### config.mk
export PLATFORM = sky130hd
export DESIGN_NAME = uart_tx_arbiter_flat
export DESIGN_NICKNAME = d
export VERILOG_FILES = /design/src/rtl/uart_tx_arbiter_if.sv /design/src/rtl/uart_tx_arbiter.sv /design/src/flat_wrapper.sv
export SDC_FILE = /design/constraint.sdc
export NUM_CORES = 1
export LEC_CHECK = 0
export ABC_AREA = 1
export BUFFER_PORTS_ARGS = -buffer_cell sky130_fd_sc_hd__buf_2
export CAP_MARGIN = 15
export CORE_MARGIN = 2
export CORE_UTILIZATION = 50
export CTS_CLUSTER_DIAMETER = 30
export CTS_CLUSTER_SIZE = 25
export DETAILED_ROUTE_END_ITERATION = 8
export PLACE_DENSITY = 0.74
export SYNTH_ARGS = -nofsm -noshare
export SYNTH_HDL_FRONTEND = slang
export SYNTH_SLANG_ARGS = --single-unit
### constraint.sdc
create_clock -name clk_i -period 4.3 [get_ports clk_i]
set_input_delay 0 -clock clk_i [delete_from_list [all_inputs] [get_ports clk_i]]
set_output_delay 0 -clock clk_i [all_outputs]
set_load 0.05 [all_outputs]
### src/rtl/uart_tx_arbiter_if.sv
// Requester-side bundle for uart_tx_arbiter: per-requester request level, byte lanes and one-hot ack/done pulses.
// Latency: none (wires only); ack/done are registered pulses produced by the arbiter.
// Backpressure: a requester holds req/req_data until its ack pulse; there is no other stall path.
// Ports: req[NUM_REQ], req_data[8*NUM_REQ] (byte i at [8i+7:8i]), ack[NUM_REQ], done[NUM_REQ].
interface uart_tx_arbiter_if #(
  parameter int NUM_REQ = 2
);
  logic [NUM_REQ-1:0]   req;
  logic [8*NUM_REQ-1:0] req_data;
  logic [NUM_REQ-1:0]   ack;
  logic [NUM_REQ-1:0]   done;

  // master: the message sources; slave: the arbiter/transmitter
  modport master (output req, output req_data, input ack, input done);
  modport slave  (input req, input req_data, output ack, output done);
endinterface

### src/rtl/uart_tx_arbiter.sv
// Round-robin arbiter sharing one 8N1 UART tx line between NUM_REQ byte sources; bit timing from baud_tick_i.
// Latency: ack 1 clk after req seen in IDLE; frame = 10 bit periods (11 with parity), done at end of stop bit.
// Backpressure: requests wait (req held) while a frame is in flight; arbitration only happens in IDLE.
// Ports: clk_i, reset_i (sync, active-high), baud_tick_i (OVERSAMPLE pulses per bit),
//        req_if (slave modport: req/req_data in, ack/done out), tx_o (registered, idle high), busy_o.
// Optional: define UART_TX_ARB_PARITY_EN to insert an even-parity bit between data bit 7 and stop.
module uart_tx_arbiter #(
  parameter int NUM_REQ    = 2,
  parameter int OVERSAMPLE = 8
) (
  input  logic             clk_i,
  input  logic             reset_i,
  input  logic             baud_tick_i,
  uart_tx_arbiter_if.slave req_if,
  output logic             tx_o,
  output logic             busy_o
);

  localparam int IDX_W  = (NUM_REQ > 1) ? $clog2(NUM_REQ) : 1;
  localparam int TICK_W = (OVERSAMPLE > 1) ? $clog2(OVERSAMPLE) : 1;

  typedef enum logic [2:0] {
    IDLE,
    START,
    DATA,
    STOP
`ifdef UART_TX_ARB_PARITY_EN
    , PARITY
`endif
  } state_t;

  state_t             state_q;
  logic [IDX_W-1:0]   rr_ptr_q;
  logic [IDX_W-1:0]   owner_q;
  logic [TICK_W-1:0]  tick_cnt_q;
  logic [2:0]         bit_idx_q;
  logic [7:0]         shift_q;
  logic               tx_q;
  logic               busy_q;
  logic [NUM_REQ-1:0] ack_q;
  logic [NUM_REQ-1:0] done_q;
`ifdef UART_TX_ARB_PARITY_EN
  logic               parity_q;
`endif

  logic               win_vld_d;
  logic [IDX_W-1:0]   win_idx_d;
  logic [IDX_W-1:0]   scan_idx;
  logic               bit_end;

  // Scan from rr_ptr+NUM_REQ down to rr_ptr+1 so the last hit (closest to rr_ptr+1) wins.
  always_comb begin
    win_vld_d = 1'b0;
    win_idx_d = '0;
    scan_idx  = '0;
    for (int k = NUM_REQ; k >= 1; k--) begin
      scan_idx = IDX_W'((int'(rr_ptr_q) + k) % NUM_REQ);
      if (req_if.req[scan_idx]) begin
        win_vld_d = 1'b1;
        win_idx_d = scan_idx;
      end
    end
  end

  assign bit_end = baud_tick_i && (tick_cnt_q == TICK_W'(OVERSAMPLE - 1));

  always_ff @(posedge clk_i) begin
    if (reset_i) begin
      state_q    <= IDLE;
      rr_ptr_q   <= IDX_W'(NUM_REQ - 1);
      owner_q    <= '0;
      tick_cnt_q <= '0;
      bit_idx_q  <= '0;
      shift_q    <= '0;
      tx_q       <= 1'b1;
      busy_q     <= 1'b0;
      ack_q      <= '0;
      done_q     <= '0;
`ifdef UART_TX_ARB_PARITY_EN
      parity_q   <= 1'b0;
`endif
    end else begin
      ack_q  <= '0;
      done_q <= '0;

      // Per-bit tick counter; every state transition below happens on bit_end, which wraps it to 0.
      if (state_q != IDLE && baud_tick_i) begin
        tick_cnt_q <= bit_end ? '0 : tick_cnt_q + TICK_W'(1);
      end

      case (state_q)
        IDLE: begin
          if (win_vld_d) begin
            shift_q          <= req_if.req_data[8*win_idx_d +: 8];
`ifdef UART_TX_ARB_PARITY_EN
            parity_q         <= ^req_if.req_data[8*win_idx_d +: 8];
`endif
            owner_q          <= win_idx_d;
            rr_ptr_q         <= win_idx_d;
            ack_q[win_idx_d] <= 1'b1;
            tick_cnt_q       <= '0;
            tx_q             <= 1'b0;
            busy_q           <= 1'b1;
            state_q          <= START;
          end
        end
        START: begin
          if (bit_end) begin
            bit_idx_q <= '0;
            tx_q      <= shift_q[0];
            state_q   <= DATA;
          end
        end
        DATA: begin
          if (bit_end) begin
            shift_q <= shift_q >> 1;
            if (bit_idx_q == 3'd7) begin
`ifdef UART_TX_ARB_PARITY_EN
              tx_q    <= parity_q;
              state_q <= PARITY;
`else
              tx_q    <= 1'b1;
              state_q <= STOP;
`endif
            end else begin
              bit_idx_q <= bit_idx_q + 3'd1;
              tx_q      <= shift_q[1];
            end
          end
        end
`ifdef UART_TX_ARB_PARITY_EN
        PARITY: begin
          if (bit_end) begin
            tx_q    <= 1'b1;
            state_q <= STOP;
          end
        end
`endif
        STOP: begin
          if (bit_end) begin
            done_q[owner_q] <= 1'b1;
            busy_q          <= 1'b0;
            state_q         <= IDLE;
          end
        end
        default: begin
          tx_q    <= 1'b1;
          busy_q  <= 1'b0;
          state_q <= IDLE;
        end
      endcase
    end
  end

  assign tx_o        = tx_q;
  assign busy_o      = busy_q;
  assign req_if.ack  = ack_q;
  assign req_if.done = done_q;

endmodule

### src/flat_wrapper.sv
// flat-port wrapper written by rule: the top's interface ports become plain ports
module uart_tx_arbiter_flat 
#(
  parameter int NUM_REQ    = 2,
  parameter int OVERSAMPLE = 8
)
  (clk_i, reset_i, baud_tick_i, tx_o, busy_o, req_if_req, req_if_req_data, req_if_ack, req_if_done);
  uart_tx_arbiter_if #(.NUM_REQ(NUM_REQ)) req_if_i ();
  input  logic clk_i;
  input  logic reset_i;
  input  logic baud_tick_i;
  output logic tx_o;
  output logic busy_o;
  input wire logic [$bits(req_if_i.req)-1:0] req_if_req;
  input wire logic [$bits(req_if_i.req_data)-1:0] req_if_req_data;
  output wire logic [$bits(req_if_i.ack)-1:0] req_if_ack;
  output wire logic [$bits(req_if_i.done)-1:0] req_if_done;
  assign req_if_i.req = req_if_req;
  assign req_if_i.req_data = req_if_req_data;
  assign req_if_ack = req_if_i.ack;
  assign req_if_done = req_if_i.done;
  uart_tx_arbiter #(.NUM_REQ(NUM_REQ), .OVERSAMPLE(OVERSAMPLE)) u_core (.clk_i(clk_i), .reset_i(reset_i), .baud_tick_i(baud_tick_i), .req_if(req_if_i), .tx_o(tx_o), .busy_o(busy_o));
endmodule
# Word-level counts from Yosys, hierarchy flattened
# Cells that the tools add are included.
[word_totals]
reg_bits = 25
inputBits = 21
out_inout_bits = 6
wordCells = 90
[op_classes]
n_addsub = 4
n_lt_le_gt_ge = 6
n_eq_ne = 11
shift = 1
mux = 36
bitwise_logic = 5
reduce_logical = 17
[ops]
columns = ["op", "n"]
rows = [
  ["3-bit two-way mux", 11],
  ["1-bit two-way mux", 16],
  ["8-bit two-way mux", 2],
  ["8-bit case mux with 2 select lines", 1],
  ["16-bit by 5-bit indexed part select with 8-bit output", 1],
  ["3-bit case mux with 4 select lines", 1],
  ["2-bit by 1-bit != test with 1-bit output (second input constant)", 5],
  ["1-bit by 2-bit < comparator with 1-bit output (second input constant)", 4],
  ["4-bit AND reduction", 2],
  ["3-bit by 1-bit adder with 3-bit output (second input constant)", 2],
  ["3-bit by 2-bit equality test with 1-bit output (second input constant)", 2],
  ["3-bit equality test (second input constant)", 2],
  ["3-bit case mux with 2 select lines", 1],
  ["3-bit AND reduction", 2],
  ["3-bit OR reduction", 2],
  ["1-bit NOT", 5],
  ["5-bit AND reduction", 1],
  ["1-bit logical AND", 4],
  ["1-bit case mux with 4 select lines", 1],
  ["2-bit nonzero test", 2],
  ["3-bit by 1-bit equality test with 1-bit output (second input constant)", 1],
  ["3-bit logical NOT", 1],
  ["1-bit case mux with 3 select lines", 1],
  ["3-bit nonzero test", 1],
  ["other kinds (6)", 9],
]

# Longest topological paths before layout
[logic_depth]
depth_word = 9
depth_mapped = 10

# Worst setup path after synthesis
# Ideal clock, no wire load.
[synth_timing]
kind = "register to register"
start = "register u_core.tick_cnt_q[0]"
end = "register u_core.shift_q[2]"
setup_ns = 0.131
arrival_time_ns = 1.281
path_slack_ns = 2.888
stages_incl_launch_ff = 10
n_path_buf = 1
cell_sequence = "dfxtp_1 ha_1 ha_1 nand2_2 nand2_1 nand3_4 buf_6 nor2_1 nand2_1 a21oi_2"
[synth_via]
elab_chain_len = 4
[synth_rtl]
columns = ["item", "line_no", "rtl"]
rows = [
  ["start: declaration", "uart_tx_arbiter.sv:35", "logic [TICK_W-1:0] tick_cnt_q;"],
  ["start signal: assignment", "uart_tx_arbiter.sv:88", "tick_cnt_q <= bit_end ? '0 : tick_cnt_q + TICK_W'(1);"],
  ["3-bit equality test", "uart_tx_arbiter.sv:65", "assign bit_end = baud_tick_i && (tick_cnt_q == TICK_W'(OVERSAMPLE - 1));"],
  ["1-bit logical AND", "uart_tx_arbiter.sv:65", ""],
  ["2-bit by 1-bit != test with 1-bit output (no line)", "n/a", ""],
  ["3-bit AND reduction (no line)", "n/a", ""],
  ["end signal: assignment", "uart_tx_arbiter.sv:94", "shift_q <= req_if.req_data[8*win_idx_d +: 8];"],
  ["end signal: assignment", "uart_tx_arbiter.sv:116", "shift_q <= shift_q >> 1;"],
  ["end: declaration", "uart_tx_arbiter.sv:37", "logic [7:0] shift_q;"],
]
# Every way passes these cells.
# A chain may end at the register's enable or synchronous reset.

# Worst setup path in the final report
[layout_timing]
start = "register u_core.state_q[0]"
end = "register u_core.bit_idx_q[2]"
[layout_via]
elab_chain_len = 3
[layout_rtl]
columns = ["item", "line_no", "rtl"]
rows = [
  ["start: declaration", "uart_tx_arbiter.sv:32", "state_t state_q;"],
  ["start signal: assignment", "uart_tx_arbiter.sv:69", "state_q <= IDLE;"],
  ["start signal: assignment", "uart_tx_arbiter.sv:104", "state_q <= START;"],
  ["start signal: assignment", "uart_tx_arbiter.sv:111", "state_q <= DATA;"],
  ["3-bit by 2-bit equality test with 1-bit output or 3-bit by 1-bit equality test with 1-bit output (tied branches)", "uart_tx_arbiter.sv:91", "case (state_q)"],
  ["2-bit != test (no line) (tied with other cells)", "n/a", ""],
  ["4-bit AND reduction (no line)", "n/a", ""],
  ["end signal: assignment", "uart_tx_arbiter.sv:126", "bit_idx_q <= bit_idx_q + 3'd1;"],
  ["end: declaration", "uart_tx_arbiter.sv:36", "logic [2:0] bit_idx_q;"],
]
# Parallel ways exist; a longest one is shown, timed or not.

==> results.cfg <==
[outcome]
status = finished, final reports clean

[worst_setup_path]
slowest_stage = dfxtp_1
critPathKind = reg2reg
r2r-start = u_core.state_q[0]$_SDFFE_PP0P_
crit_end = u_core.bit_idx_q[2]$_SDFFE_PP0P_
cp-end-kind = register
startpoint = u_core.state_q[0]$_SDFFE_PP0P_
reg2reg_slack_ps = 2650
crit_chain = inv_1 > ha_1 > o21ai_0 > nand3_1 > inv_1 > nand2_1 > nand2_1 > nor2_1
cp_num_cells = 8
ff2ff_path_depth = 8
r2r_end = u_core.bit_idx_q[2]$_SDFFE_PP0P_
path_max_fanout = 8
critical-path-top-delay-family = flip-flops
critical_path_arrival_ps = 1870
cp_num_buf_inv = 2
worst_ep_required_time_ps = 4530
cp-start-kind = register
cpPeakStageDelay_ps = 430

[clock_network]
cts.clk_slew.worst_paths_ps = 130
clock-sinks = 24
max-clock-path-buffers = 2
cts_buffers = 3
cts_resized = 0
cts-root-buf = clkbuf_4
htree_num_levels = 1
cts_tree = built
clk-insertion-delay-late_ps = 310

[floorplanning]
rows = 18
die_h_um = 55.02
io_pins = 27
coreArea_um2 = 2477
dieArea_um2 = 3027
die_x_um = 55.02
start_util = 0.5253

[place]
dp_hpwl_mm = 2.048
gp_congestion = 0.8368
pre_cts_ws_ps = 2708
port_buffers = 26

[timing]
holdWs_ps = 27.37
skew_ps = 1.016
slew_violations = 0
finalSetupViolCount = 0
worst_slew_pin_slew_ps = 462.9
post-route-period-util = 0.3828
rsz0062_at_grt = no
fin_crit_ps = 1646
fmax_ghz = 0.6075
worst_slack_ps = 2654
finalHoldViolations = 0
setup_tns_ps = 0
slew_headroom = 0.6911

[cells_and_area]
final_common_cell = nand2_1
area_delta_synth_final_pct = 13.85
final_cell_mix = nand2_1 (49), nor2_1 (31), buf_2 (26)
diodes = 0
drive_gt1_frac = 0.1843
fin_nets = 248

[synth]
synth_nets = 220
synthCells = 190
syn_avg_cell_area_um2 = 6.849
synth_seq_area_share = 0.3692
ys_seq_elements = 24
synth_area_leaders = dfxtp_1 (37%), nand2_1 (14%), nor2_1 (8.9%)
yosysUniqueCellTypes = 22
synth_top_area_frac = 0.3692
syn_area_um2 = 1301
yosys.area.top_type = dfxtp_1
synth_warnings = 0

[drt]
highest_layer = met4
wl_per_cell_um = 10.86
wirelength_met1_mm = 1.284
first_iter_violations = 20
vias = 1237
wl_met2_mm = 1.220
firstDrtPassIters = 4
vias_per_cell = 5.008
antenna_left = 0
route.met3.wl_um = 117
drc = 0
routed_wl_mm = 2.683

[power_and_ir_drop]
ir_worst_vdd_mv = 0.3210
powerDensity_nw_per_um2 = 561.6
total_power_w = 0.0008319
power_leakage_nw = 0.7589

[run]
cap_violations = 0

[global_routing]
grt_max_degree = 17
overflow = 0
grtUsageTotal = 0.2029
antenna_found_initial = 0
grt_pass1_vias = 1078
grt_pass1_wl_mm = 4.429

[hold_path]
holdCritPathClass = in2reg
## metal layers
layer,vias to the layer above,track usage
li1,660,-
met1,537,0.2594
met2,33,0.3254
met3,7,0.04839
met4,0,0.08537
met5,-,0
## state kept, by name (all words and copies together), names as in the netlist
name                flops
u_core.tx_o             1
u_core.state_q          2
u_core.shift_q          8
u_core.req_if.done      2
u_core.req_if.ack       2
u_core.bit_idx_q        3
u_core.owner_q          1
u_core.busy_o           1
u_core.rr_ptr_q         1
u_core.tick_cnt_q       3
## power by group
group          total, W  internal (W)  switching, W
Combinational  0.000400      0.000132      0.000268
Clock          0.000120     0.0000518     0.0000683
Sequential     0.000312      0.000278     0.0000341
## synthesized netlist by cell type
master and number:
a21oi_1 11, nand3_4 1, buf_6 2, inv_1 18
clkbuf_1 1, nor2_4 1, nor2_1 31, a21oi_2 1
ha_1 9, inv_2 1, buf_4 1, nand3_1 22
nand2_2 4, nor4_1 2, nand2_1 49, dfxtp_1 24
nor3_1 1, o22ai_1 1, o21ai_0 7, nor2_2 1
or2_2 1, clkinv_1 1
## per-stage QoR
stage                     instance area, um^2    util  std cells
after floorplan                          1301       -        190
after global placement                   1435  0.5793        242
after detailed placement                 1435  0.5793        242
after CTS                                1481  0.5980        247
after global routing                     1481  0.5980        247
final                                    1481  0.5980        247
## timing repair
action / CTS / global route
hold endpoints to repair: 2 / 0
setup buffers: 0 / 0
hold buffers: 1 / 0
setup endpoints to repair: 0 / 0
## kinds of logic after synthesis
group | after synthesis | synth area share
AOI/OAI and AO/OA | 20 | 0.08077
adders and majority gates | 9 | 0.08654
buffers and inverters | 24 | 0.08364
DFF | 24 | 0.3692
and+or+nand+nor | 113 | 0.3798
## worst min-delay path by stage
stage	slack [ps]	depth (start not counted)	start	end
CTS	20	2	reset_i	u_core.req_if.ack[1]$_SDFF_PP0_
finish	30	2	reset_i	u_core.req_if.ack[1]$_SDFF_PP0_
global placement	310	3	baud_tick_i	u_core.req_if.done[0]$_SDFF_PP0_
detailed placement	320	3	baud_tick_i	u_core.req_if.done[1]$_SDFF_PP0_
global route	40	2	reset_i	u_core.shift_q[1]$_SDFFE_PP0P_
floorplan	80	1	reset_i	u_core.req_if.ack[0]$_SDFF_PP0_
## layout make-up
type                       instances  area [um^2]
multi-input combinational        142        711.9
timing repair buffer              27        140.1
clock buffer                       4        36.28
fill                             252        996.0
sequential                        24        480.5
inverter                          20        75.07
tap                               30        37.54
Note: power is estimated with default switching activity, not from simulation.
